## src/rtl/alu_arbiter.sv

```systemverilog
// Round-robin arbiter that shares one combinational ALU between NUM_REQ
// requesters and parks each result in a per-requester response slot.

package alu_arbiter_pkg;

  localparam int unsigned DATA_W = 32;

  typedef enum logic [3:0] {
    ALU_ADD  = 4'd0,
    ALU_SUB  = 4'd1,
    ALU_AND  = 4'd2,
    ALU_OR   = 4'd3,
    ALU_XOR  = 4'd4,
    ALU_SLTS = 4'd5,
    ALU_SLTU = 4'd6,
    ALU_SLL  = 4'd7,
    ALU_SRL  = 4'd8,
    ALU_SRA  = 4'd9,
    ALU_MUL  = 4'd10,
    ALU_DIV  = 4'd11
  } alu_opcode_e;

  // Contents of one response slot
  typedef struct packed {
    logic              error;
    logic [DATA_W-1:0] result;
  } alu_rsp_t;

endpackage

module alu_arbiter
  import alu_arbiter_pkg::*;
#(
  parameter int unsigned NUM_REQ = 2
) (
  input  logic                           clk,
  input  logic                           reset,
  input  logic                           flush_ip,
  input  logic [NUM_REQ-1:0]             req_valid_ip,
  input  alu_opcode_e                    req_op_ip [NUM_REQ],
  input  logic [NUM_REQ-1:0][DATA_W-1:0] req_a_ip,
  input  logic [NUM_REQ-1:0][DATA_W-1:0] req_b_ip,
  output logic [NUM_REQ-1:0]             req_ready_op,
  output logic                           alu_enable_op,
  output alu_opcode_e                    alu_operator_op,
  output logic [DATA_W-1:0]              alu_operand_a_op,
  output logic [DATA_W-1:0]              alu_operand_b_op,
  input  logic [DATA_W-1:0]              alu_result_ip,
  input  logic                           alu_valid_ip,
  output logic [NUM_REQ-1:0]             rsp_valid_op,
  output logic [NUM_REQ-1:0][DATA_W-1:0] rsp_result_op,
  output logic [NUM_REQ-1:0]             rsp_error_op,
  input  logic [NUM_REQ-1:0]             rsp_ready_ip
);

  localparam int unsigned IDX_W = (NUM_REQ > 1) ? $clog2(NUM_REQ) : 1;
  localparam logic [IDX_W-1:0] LAST_IDX = IDX_W'(NUM_REQ - 1);

  logic [IDX_W-1:0]   ptr_q;
  logic [IDX_W-1:0]   ptr_d;
  logic [NUM_REQ-1:0] slot_full_q;
  alu_rsp_t           slot_q [NUM_REQ];

  logic [NUM_REQ-1:0] slot_free;
  logic [NUM_REQ-1:0] eligible;
  logic [IDX_W-1:0]   cand_idx;
  logic               grant_vld;
  logic [IDX_W-1:0]   grant_idx;

  // Eligibility: valid request whose slot is empty or draining this cycle;
  // nothing is eligible during flush or while reset is held.
  always_comb begin
    slot_free = ~slot_full_q | rsp_ready_ip;
    eligible  = req_valid_ip & slot_free & {NUM_REQ{reset & ~flush_ip}};
  end

  // Round-robin search starting at ptr_q; first eligible requester wins
  always_comb begin
    grant_vld = 1'b0;
    grant_idx = '0;
    cand_idx  = '0;
    for (int unsigned k = 0; k < NUM_REQ; k++) begin
      cand_idx = IDX_W'((32'(ptr_q) + k) % NUM_REQ);
      if (!grant_vld && eligible[cand_idx]) begin
        grant_vld = 1'b1;
        grant_idx = cand_idx;
      end
    end
  end

  // Pointer advances past the winner; holds when nothing is granted
  always_comb begin
    ptr_d = ptr_q;
    if (grant_vld) begin
      ptr_d = (grant_idx == LAST_IDX) ? '0 : grant_idx + IDX_W'(1);
    end
  end

  // Grant and ALU operand mux; idle drives ADD with zero operands
  always_comb begin
    req_ready_op     = '0;
    alu_enable_op    = 1'b0;
    alu_operator_op  = ALU_ADD;
    alu_operand_a_op = '0;
    alu_operand_b_op = '0;
    if (grant_vld) begin
      req_ready_op[grant_idx] = 1'b1;
      alu_enable_op           = 1'b1;
      alu_operator_op         = req_op_ip[grant_idx];
      alu_operand_a_op        = req_a_ip[grant_idx];
      alu_operand_b_op        = req_b_ip[grant_idx];
    end
  end

  // Pointer and response slots: capture on grant, clear on drain or flush
  always_ff @(posedge clk or negedge reset) begin
    if (!reset) begin
      ptr_q       <= '0;
      slot_full_q <= '0;
      for (int unsigned i = 0; i < NUM_REQ; i++) begin
        slot_q[i] <= '0;
      end
    end else begin
      ptr_q <= ptr_d;
      for (int unsigned i = 0; i < NUM_REQ; i++) begin
        if (flush_ip) begin
          slot_full_q[i] <= 1'b0;
        end else if (grant_vld && (grant_idx == IDX_W'(i))) begin
          slot_full_q[i]   <= 1'b1;
          slot_q[i].result <= alu_result_ip;
          slot_q[i].error  <= ~alu_valid_ip;
        end else if (rsp_ready_ip[i]) begin
          slot_full_q[i] <= 1'b0;
        end
      end
    end
  end

  // Response outputs straight from slot state
  always_comb begin
    rsp_valid_op  = slot_full_q;
    rsp_result_op = '0;
    rsp_error_op  = '0;
    for (int unsigned i = 0; i < NUM_REQ; i++) begin
      rsp_result_op[i] = slot_q[i].result;
      rsp_error_op[i]  = slot_q[i].error;
    end
  end

endmodule

```

## config.mk

```make
export PLATFORM = sky130hd
export DESIGN_NAME = alu_arbiter
export DESIGN_NICKNAME = d
export VERILOG_FILES = /design/src/rtl/alu_arbiter.sv
export SDC_FILE = /design/constraint.sdc
export NUM_CORES = 1
export LEC_CHECK = 0
export ABC_CLOCK_PERIOD_IN_PS = 1600
export CORE_AREA = 2 2 123 125
export CTS_BUF_LIST = sky130_fd_sc_hd__clkbuf_4 sky130_fd_sc_hd__clkbuf_8
export DETAILED_ROUTE_END_ITERATION = 12
export DIE_AREA = 0 0 125 127
export GPL_TIMING_DRIVEN = 0
export PLACE_DENSITY = 0.66
export RECOVER_POWER = 25
export SLEW_MARGIN = 10
export SYNTH_ARGS = -nofsm -noshare
export SYNTH_HDL_FRONTEND = slang
export SYNTH_SLANG_ARGS = --single-unit
```

## constraint.sdc

```tcl
create_clock -name clk -period 1.6 [get_ports clk]
set_input_delay 0.32 -clock clk [delete_from_list [all_inputs] [get_ports clk]]
set_output_delay 0.32 -clock clk [all_outputs]
set_load 0.02 [all_outputs]
```

# Yosys cells after proc, flatten, opt, wreduce, memory -nomap -nowiden
# Index checks and enable logic that the tools add are counted.
word_totals:
  out_inout_bits: 139
  inputBits: 176
  word_cells: 61
  ff_bits: 69
op_classes:
  n_mux: 29
  bitwise_logic: 9
  order_cmp: 5
  addsub: 2
  n_reduce_logical: 9
op_table:
  columns: ["operator", "count"]
  rows:
  - ["two-way mux 32 bit", 6]
  - ["two-way mux 1 bit", 17]
  - ["two-way mux 4 bit", 4]
  - ["less-than comparator 1 x 2 -> 1 bit (second input constant)", 3]
  - ["nonzero test 3 bit", 2]
  - ["bitwise AND 2 bit", 2]
  - ["logical AND 1 bit", 4]
  - ["AND reduction 2 bit", 2]
  - ["inverter 1 bit", 3]
  - ["adder 1 bit (second input constant)", 2]
  - [">= comparator 2 bit (second input constant)", 1]
  - ["two-way mux 2 bit", 1]
  - ["inverter 1 -> 2 bit", 1]
  - ["inverter 2 bit", 1]
  - ["OR 2 bit", 1]
  - ["bitwise AND 1 bit", 1]
  - ["demux 1 bit (select 1 bit)", 1]
  - [">= comparator 1 bit (second input constant)", 1]
  - ["zero test 1 bit", 1]

# Depth between registers and ports, before layout
# Gate-level depths: netlist (run 1).
logic_depth:
  word_depth: 15
  depth_mapped: 6
  depth_no_buf: 4

# Worst setup path before layout (run 1)
# OpenSTA, ideal clock, no wires.
synth_path:
  path_type: "register to output"
  start: "register slot_full_q[1] (netlist: rsp_valid_op[1])"
  end: "output port alu_operand_a_op[3]"
  setup_slack_ns: -0.265
  path_stages_with_launch: 7
  t_arrival_ns: 1.545
  required_time_ns: 1.280
  path_buffers: 2
  path_cell_list: "dfrtp_1 nand2b_1 and3_4 a21oi_2 buf_4 buf_4 a22o_1"
synth_via:
  elab_chain_len: 13
  elab_cells_between_ends: 17
  cone_classes: "11 x mux; 4 x bitwise; 2 x reduce/logical"
synth_rtl:
  columns: ["element", "line_no", "source"]
  rows:
  - ["from (decl)", "61", "logic [NUM_REQ-1:0] slot_full_q;"]
  - ["from (signal assigned)", "119", "slot_full_q <= '0;"]
  - ["from (signal, indexed assignment)", "127", "slot_full_q[i] <= 1'b0;"]
  - ["from (signal, indexed assignment)", "129", "slot_full_q[i] <= 1'b1;"]
  - ["inverter 2 bit *", "73", "slot_free = ~slot_full_q | rsp_ready_ip;"]
  - ["OR 2 bit *", "73", null]
  - ["bitwise AND 2 bit * (2 in series)", "74", "eligible = req_valid_ip & slot_free & {NUM_REQ{reset & ~flush_ip}};"]
  - ["two-way mux 1 bit (implied by the code) (2 in series)", "84", "if (!grant_vld && eligible[cand_idx]) begin"]
  - ["two-way mux 1 bit", "84", null]
  - ["zero test 1 bit", "84", null]
  - ["logical AND 1 bit", "84", null]
  - ["two-way mux 1 bit", "84", null]
  - ["two-way mux 32 bit (implied by the code) (2 in series)", "110", "alu_operand_a_op = req_a_ip[grant_idx];"]
  - ["two-way mux 32 bit *", "106", "if (grant_vld) begin"]
  - ["to (decl)", "46", "output logic [DATA_W-1:0] alu_operand_a_op,"]
# Every way passes the cells marked *; elsewhere a longest branch is shown, timed or not. The select of a mux whose other input is x is not followed.

# Final worst setup path (run 1)
layout_path:
  start: "input port req_valid_ip[0]"
  end: "output port alu_operand_b_op[27]"
layout_via:
  elab_chain_len: 11
  elab_cells_between_ends: 15
  cone_classes: "11 x mux; 2 x bitwise; 2 x reduce/logical"
layout_rtl:
  columns: ["element", "line_no", "source"]
  rows:
  - ["from (decl)", "39", "input logic [NUM_REQ-1:0] req_valid_ip,"]
  - ["bitwise AND 2 bit * (2 in series)", "74", null]
  - ["two-way mux 1 bit (implied by the code) (2 in series)", "84", null]
  - ["two-way mux 1 bit", "84", null]
  - ["zero test 1 bit", "84", null]
  - ["logical AND 1 bit", "84", null]
  - ["two-way mux 1 bit", "84", null]
  - ["two-way mux 32 bit (implied by the code) (2 in series)", "111", "alu_operand_b_op = req_b_ip[grant_idx];"]
  - ["two-way mux 32 bit *", "106", null]
  - ["to (decl)", "47", "output logic [DATA_W-1:0] alu_operand_b_op,"]
# Marked as above.

==> results of run 1 <==
==> cell usage after synthesis, drive strengths merged (2+ instances only) <==
| cell type | number | share of area |
|---|---|---|
| buf | 22 | 0.048 |
| o21bai | 2 | 0.0045 |
| inv | 2 | 0.0023 |
| mux2 | 64 | 0.22 |
| a22o | 68 | 0.18 |
| nand2 | 2 | 0.0023 |
| nand2b | 2 | 0.0038 |
| mux2i | 2 | 0.0060 |
| dfrtp | 69 | 0.52 |
| nand3 | 2 | 0.0045 |
==> cell families (layout without fill, tap and decap cells) <==
kind of cell    count (synthesis)  after routing
other cells                     0              1
mux                            66             66
flops                          69             69
buf+inv                        24            371
simple gates                    8              8
compound gates                 73             73
==> worst register-to-register path, cell delays in order (launching register included) <==
cell and delay, ns:
dfrtp_2 0.38, nand2b_4 0.06, and3_4 0.16, a21oi_4 0.20
buf_6 0.15, buf_12 0.10, buf_6 0.10, buf_8 0.13
mux2_4 0.30
==> worst paths after layout <==
check,end,slack [ns],cells after the start
worst max-delay path,alu_operand_b_op[27],-0.58,7
worst min-delay path,rsp_valid_op[1],0.29,3
worst max register to register,rsp_result_op[22],-0.10,8
worst min register to register,rsp_result_op[41],0.49,1
max in group asynchronous,rsp_result_op[24],0.13,3
min in group asynchronous,rsp_result_op[11],0.68,2
==> cell type report <==
cell class | instances | area share
flip-flops and latches | 69 | 0.227
clock buffers | 12 | 0.0201
multi-input cells | 147 | 0.232
plain buffers | 20 | 0.0386
diodes | 1 | 0.000329
well taps | 184 | 0.0303
repair buffers | 333 | 0.444
clock inverters | 4 | 0.00625
inverters | 2 | 0.000987
==> registers in the layout, summed over array words and instances (netlist names) <==
name and count:
rsp_valid_op 2, ptr_q 1, rsp_error_op 2, rsp_result_op 64
==> power groups by stage <==
| stage | clock [mW] | combinational, mW | sequential, mW |
|---|---|---|---|
| after floorplan | 0 | 0.665 | 2.79 |
| after global placement | 0 | 2.67 | 2.33 |
| after detailed placement | 0 | 2.70 | 2.35 |
| after CTS | 1.47 | 2.62 | 2.32 |
| after global routing | 1.54 | 2.84 | 2.37 |
| final | 1.42 | 2.69 | 2.32 |
==> what timing repair did <==
item	CTS	global route
hold buffers	4	0
endpoints found under the hold margin	51	0
pin swaps	3	2
cloned	2	2
buffers inserted	6	4
setup endpoints to repair	207	164
gates resized for setup	448	102
==> routing by layer <==
metal,track usage,vias up
met3,0.0565,20
met4,0.0575,0
li1,-,1605
met2,0.345,173
met5,0,-
met1,0.176,1725
==> results.json, run 1 <==
{
  "dp_slack_ns": -1.70,
  "fin_nets": 758,
  "status": "finished with violations",
  "final_common_cell": "clkdlybuf4s50_1",
  "start_kind": "input pin",
  "critPathLaunch": "req_valid_ip[0]",
  "avgSynthCellArea_um2": 13.9,
  "slowest_delay_ns": 0.51,
  "timing.rr.start": "rsp_valid_op[1]",
  "synth_compound_area_frac": 0.192,
  "relSlewSlack": 0.354,
  "p_comb_frac": 0.418,
  "violations": "negative setup slack",
  "fin_tns_setup_ns": -39.02,
  "grt_pass1_vias": 3850,
  "met3_length_um": 1130,
  "hp-class": "in -> reg",
  "p_per_area_mw_per_mm2": 845,
  "crit_fanout": 10,
  "finalCriticalPeriod_ns": 2.18,
  "drive_gt1_frac": 0.363,
  "critical_path.top_delay_family": "buffers and inverters",
  "p_int_mw": 4.40,
  "netlist_area_mm2": 0.00334,
  "hp-start": "rsp_ready_ip[1]",
  "end_kind": "output pin",
  "place_inst": 739,
  "syn_nets": 416,
  "clk_pin_slew_worst_paths_ns": 0.07,
  "setup_ws_ns": -0.581,
  "synth-warning-count": 0,
  "p_switching_mw": 2.03,
  "max_freq_ghz": 0.458,
  "arrival_ns": 1.86,
  "drt.antenna.violating_nets": 0,
  "grt_max_degree": 19,
  "area_growth_pct": 128,
  "cts_buffers": 9,
  "p_sw_frac": 0.316,
  "fp.dieW_um": 125,
  "io_buffer_count": 314,
  "finClkSkew_ns": 0.00786,
  "io_pins": 315,
  "worst_ep_required_time_ns": 1.28,
  "synth-simple-area-share": 0.0180,
  "synth_cell_types": 19,
  "fillers": 1293,
  "cts-htree-levels": 3,
  "antenna_found_initial": 1,
  "slew_viol_final": 0,
  "num_rows": 44,
  "final_cell_count_no_fill": 772,
  "timing.hold.ws_ns": 0.290,
  "place_congestion": 0.865,
  "dr.pass1.iters": 4,
  "utilization": 0.527,
  "finalCritPeriodShare": 1.36,
  "register_area_mm2": 0.00173,
  "top_layer": "met4",
  "overflow": 0,
  "final_area_mm2": 0.00761,
  "routed_via_density": 4.56,
  "core_region_area_mm2": 0.0144,
  "cts_sinks": 69,
  "routed-wl-met2_um": 8470,
  "rsz0062_at_grt": "true",
  "seqPwrFrac": 0.361,
  "place_area_mm2": 0.00691,
  "routed_wirelength_um": 15200,
  "dp_hpwl_um": 11600,
  "hold_viol_final": 0,
  "synth_xor_area_frac": 0,
  "synth_edf_count": 0,
  "cts_tree": "done",
  "dr_total_vias": 3523,
  "synth_top_family_by_area": "multiplexers",
  "drc_errors": 0,
  "drv_cap": 0,
  "multi_input_area_mm2": 0.00177,
  "start_util": 0.231,
  "ys_ff_latch": 69,
  "critPathKind": "in -> out",
  "wl_met1_um": 5290,
  "power_mw": 6.43,
  "ir_drop_v": 0.000761,
  "clkPwrFrac": 0.221,
  "critical_path_buf_inv_count": 4,
  "ys.flop_type": "dfrtp_1",
  "grt_pass1_wl_um": 21800,
  "synth_cells": 240,
  "leakagePower_nw": 3.66,
  "die_area_mm2": 0.0159,
  "async_reset_ff_frac": 1.00,
  "cts_root_buffer": "clkbuf_8",
  "worst_pin_slew_ns": 0.969,
  "crit_slowest_cell": "clkdlybuf4s50_1",
  "final_cell_mix": "clkdlybuf4s50_1, dfrtp_1, buf_6, a22o_1, dlygate4sd2_1",
  "path_common_cell": "buf_12",
  "synthAdderAreaFrac": 0,
  "setup_viol": 96,
  "clock_tree.buffer_depth": 2,
  "die_h_um": 127,
  "seq_area_frac_synth": 0.518,
  "drt_iter0_drc": 67,
  "detail_route.wl_per_cell_um": 19.7,
  "clock_latency_ns": 0.34,
  "synthMuxAreaShare": 0.222,
  "grt_util_all_layers": 0.176,
  "critical_path.cell_chain": "clkdlybuf4s50_1, nand3_4, o21a_4, buf_12, buf_12, a22o_4, buf_2"
}
(Power assumes the default switching activity.)
==> run 2: changes to the inputs <==
MAX_ROUTING_LAYER = met4   (was unset)
==> run 2 against run 1 <==
  * The flow still finishes with violations (negative setup slack)
  * Clock power about the same
  * Fmax about the same
  * Final area about the same
  * Sequential power about the same
  * Power about the same
  * Register-to-register slack about the same
  * Die area unchanged
  * Flip-flop and latch count unchanged
  * Routed wire length decreased by 0.34%
  * Global-route usage increased by 0.51 points
  * Non-clock buffer count unchanged
  * First-iteration DRC count increased by 6.0%
  * Highest routed layer unchanged
==> results.json, run 2 (same netlist as run 1, synthesis figures left out) <==
{
  "status": "finished with violations",
  "violations": "negative setup slack",
  "final_common_cell": "clkdlybuf4s50_1",
  "timing.hold.ws_ns": 0.288,
  "detail_route.wl_per_cell_um": 19.6,
  "overflow": 0,
  "fp.dieW_um": 125,
  "finClkSkew_ns": 0.0110,
  "fillers": 1295,
  "routed_via_density": 4.54,
  "cts_tree": "done",
  "grt-busiest-layer": "met2",
  "grtUsageMet3": 0.0482,
  "io_pins": 315,
  "ir_drop_v": 0.000762,
  "place_area_mm2": 0.00691,
  "critical_path.cell_chain": "clkdlybuf4s50_1, nand3_4, o21a_4, buf_12, buf_12, a22o_4, buf_2",
  "drive_gt1_frac": 0.363,
  "antenna_found_initial": 1,
  "hp-class": "in -> reg",
  "worst_ep_required_time_ns": 1.28,
  "arrival_ns": 1.86,
  "area_growth_pct": 128,
  "dp_slack_ns": -1.70,
  "end_kind": "output pin",
  "die_area_mm2": 0.0159,
  "relSlewSlack": 0.361,
  "cts-htree-levels": 3,
  "slew_viol_final": 0,
  "drt.antenna.violating_nets": 0,
  "clk_pin_slew_worst_paths_ns": 0.07,
  "io_buffer_count": 314,
  "crit_slowest_cell": "clkdlybuf4s50_1",
  "start_util": 0.231,
  "place_congestion": 0.879,
  "multi_input_area_mm2": 0.00177,
  "dr_total_vias": 3503,
  "drc_errors": 0,
  "crit_fanout": 10,
  "num_rows": 44,
  "met2_usage": 0.345,
  "die_h_um": 127,
  "final_area_mm2": 0.00760,
  "routed_wirelength_um": 15200,
  "drt_iter0_drc": 71,
  "fin_tns_setup_ns": -38.98,
  "core_region_area_mm2": 0.0144,
  "drv_cap": 0,
  "largest_reg_flops": 64,
  "slowest_delay_ns": 0.51,
  "start_kind": "input pin",
  "register_area_mm2": 0.00173,
  "setup_ws_ns": -0.581,
  "setup_viol": 96,
  "dr.pass1.iters": 4,
  "rsz0062_at_grt": "true",
  "p_per_area_mw_per_mm2": 846,
  "cts_buffers": 9,
  "fin_nets": 758,
  "grt_pass1_wl_um": 21700,
  "grt_max_degree": 19,
  "grt_util_all_layers": 0.181,
  "clock_tree.buffer_depth": 2,
  "use_met1": 0.180,
  "cts_sinks": 69,
  "path_common_cell": "buf_12",
  "hold_viol_final": 0,
  "cts_root_buffer": "clkbuf_8",
  "final_cell_mix": "clkdlybuf4s50_1, dfrtp_1, buf_6, a22o_1, dlygate4sd2_1",
  "critPathKind": "in -> out",
  "dp_hpwl_um": 11600,
  "worst_pin_slew_ns": 0.959,
  "leakagePower_nw": 3.66,
  "max_freq_ghz": 0.459,
  "finalCritPeriodShare": 1.36,
  "clock_latency_ns": 0.35,
  "finalCriticalPeriod_ns": 2.18,
  "grt_pass1_vias": 3852
}
==> run 2: timing repair <==
action                     in CTS  in global routing
gates resized for setup       448                101
cloned                          2                  2
pin swaps                       3                  2
hold endpoints to repair       51                  0
setup endpoints to repair     207                164
buffers inserted                6                  4
hold buffers                    4                  0
==> run 2: area by class of cell <==
class / count / share of cell area
well taps: 184 / 0.0303
plain buffers: 20 / 0.0380
inverters: 2 / 0.000987
flip-flops and latches: 69 / 0.227
multi-input cells: 147 / 0.232
clock inverters: 4 / 0.00625
diodes: 1 / 0.000329
repair buffers: 333 / 0.444
clock buffers: 12 / 0.0201
==> run 2: final timing paths <==
kind	start	end	slack (ns)	cells past startpoint
max	req_valid_ip[0]	alu_operand_b_op[27]	-0.58	7
min	rsp_ready_ip[1]	rsp_valid_op[1]	0.29	3
min reg2reg	rsp_result_op[40]	rsp_result_op[40]	0.49	1
max in group asynchronous	reset	rsp_result_op[24]	0.12	3
max reg2reg	rsp_valid_op[1]	rsp_result_op[22]	-0.11	8
min in group asynchronous	reset	rsp_result_op[35]	0.67	2
==> run 2: through the flow <==
| step | total power [mW] | instances | util |
|---|---|---|---|
| global placement | 4.99 | 738 | 0.478 |
| floorplan | 3.45 | 240 | - |
| detailed placement | 5.05 | 739 | 0.479 |
| finish | 6.43 | 772 | 0.527 |
| global route | 6.74 | 772 | 0.527 |
| CTS | 6.41 | 767 | 0.504 |
==> run 2: worst max-delay path: cells and delay by family <==
kind	cells	cell delay (ns)
AND/OR/NAND/NOR	1	0.11
AO/OA/AOI/OAI	2	0.46
buffers and inverters	4	0.96
==> run 2: where the power goes <==
part,switching [mW],internal [mW]
Clock,0.630,0.792
Combinational,1.20,1.49
Sequential,0.203,2.12
Total,2.04,4.39
==> run 2: per-layer routing <==
| layer | wire length (µm) | part of all wire |
|---|---|---|
| met5 | 0 | 0 |
| met4 | 307 | 0.020 |
| met3 | 1040 | 0.068 |
| met2 | 8440 | 0.56 |
| met1 | 5370 | 0.35 |
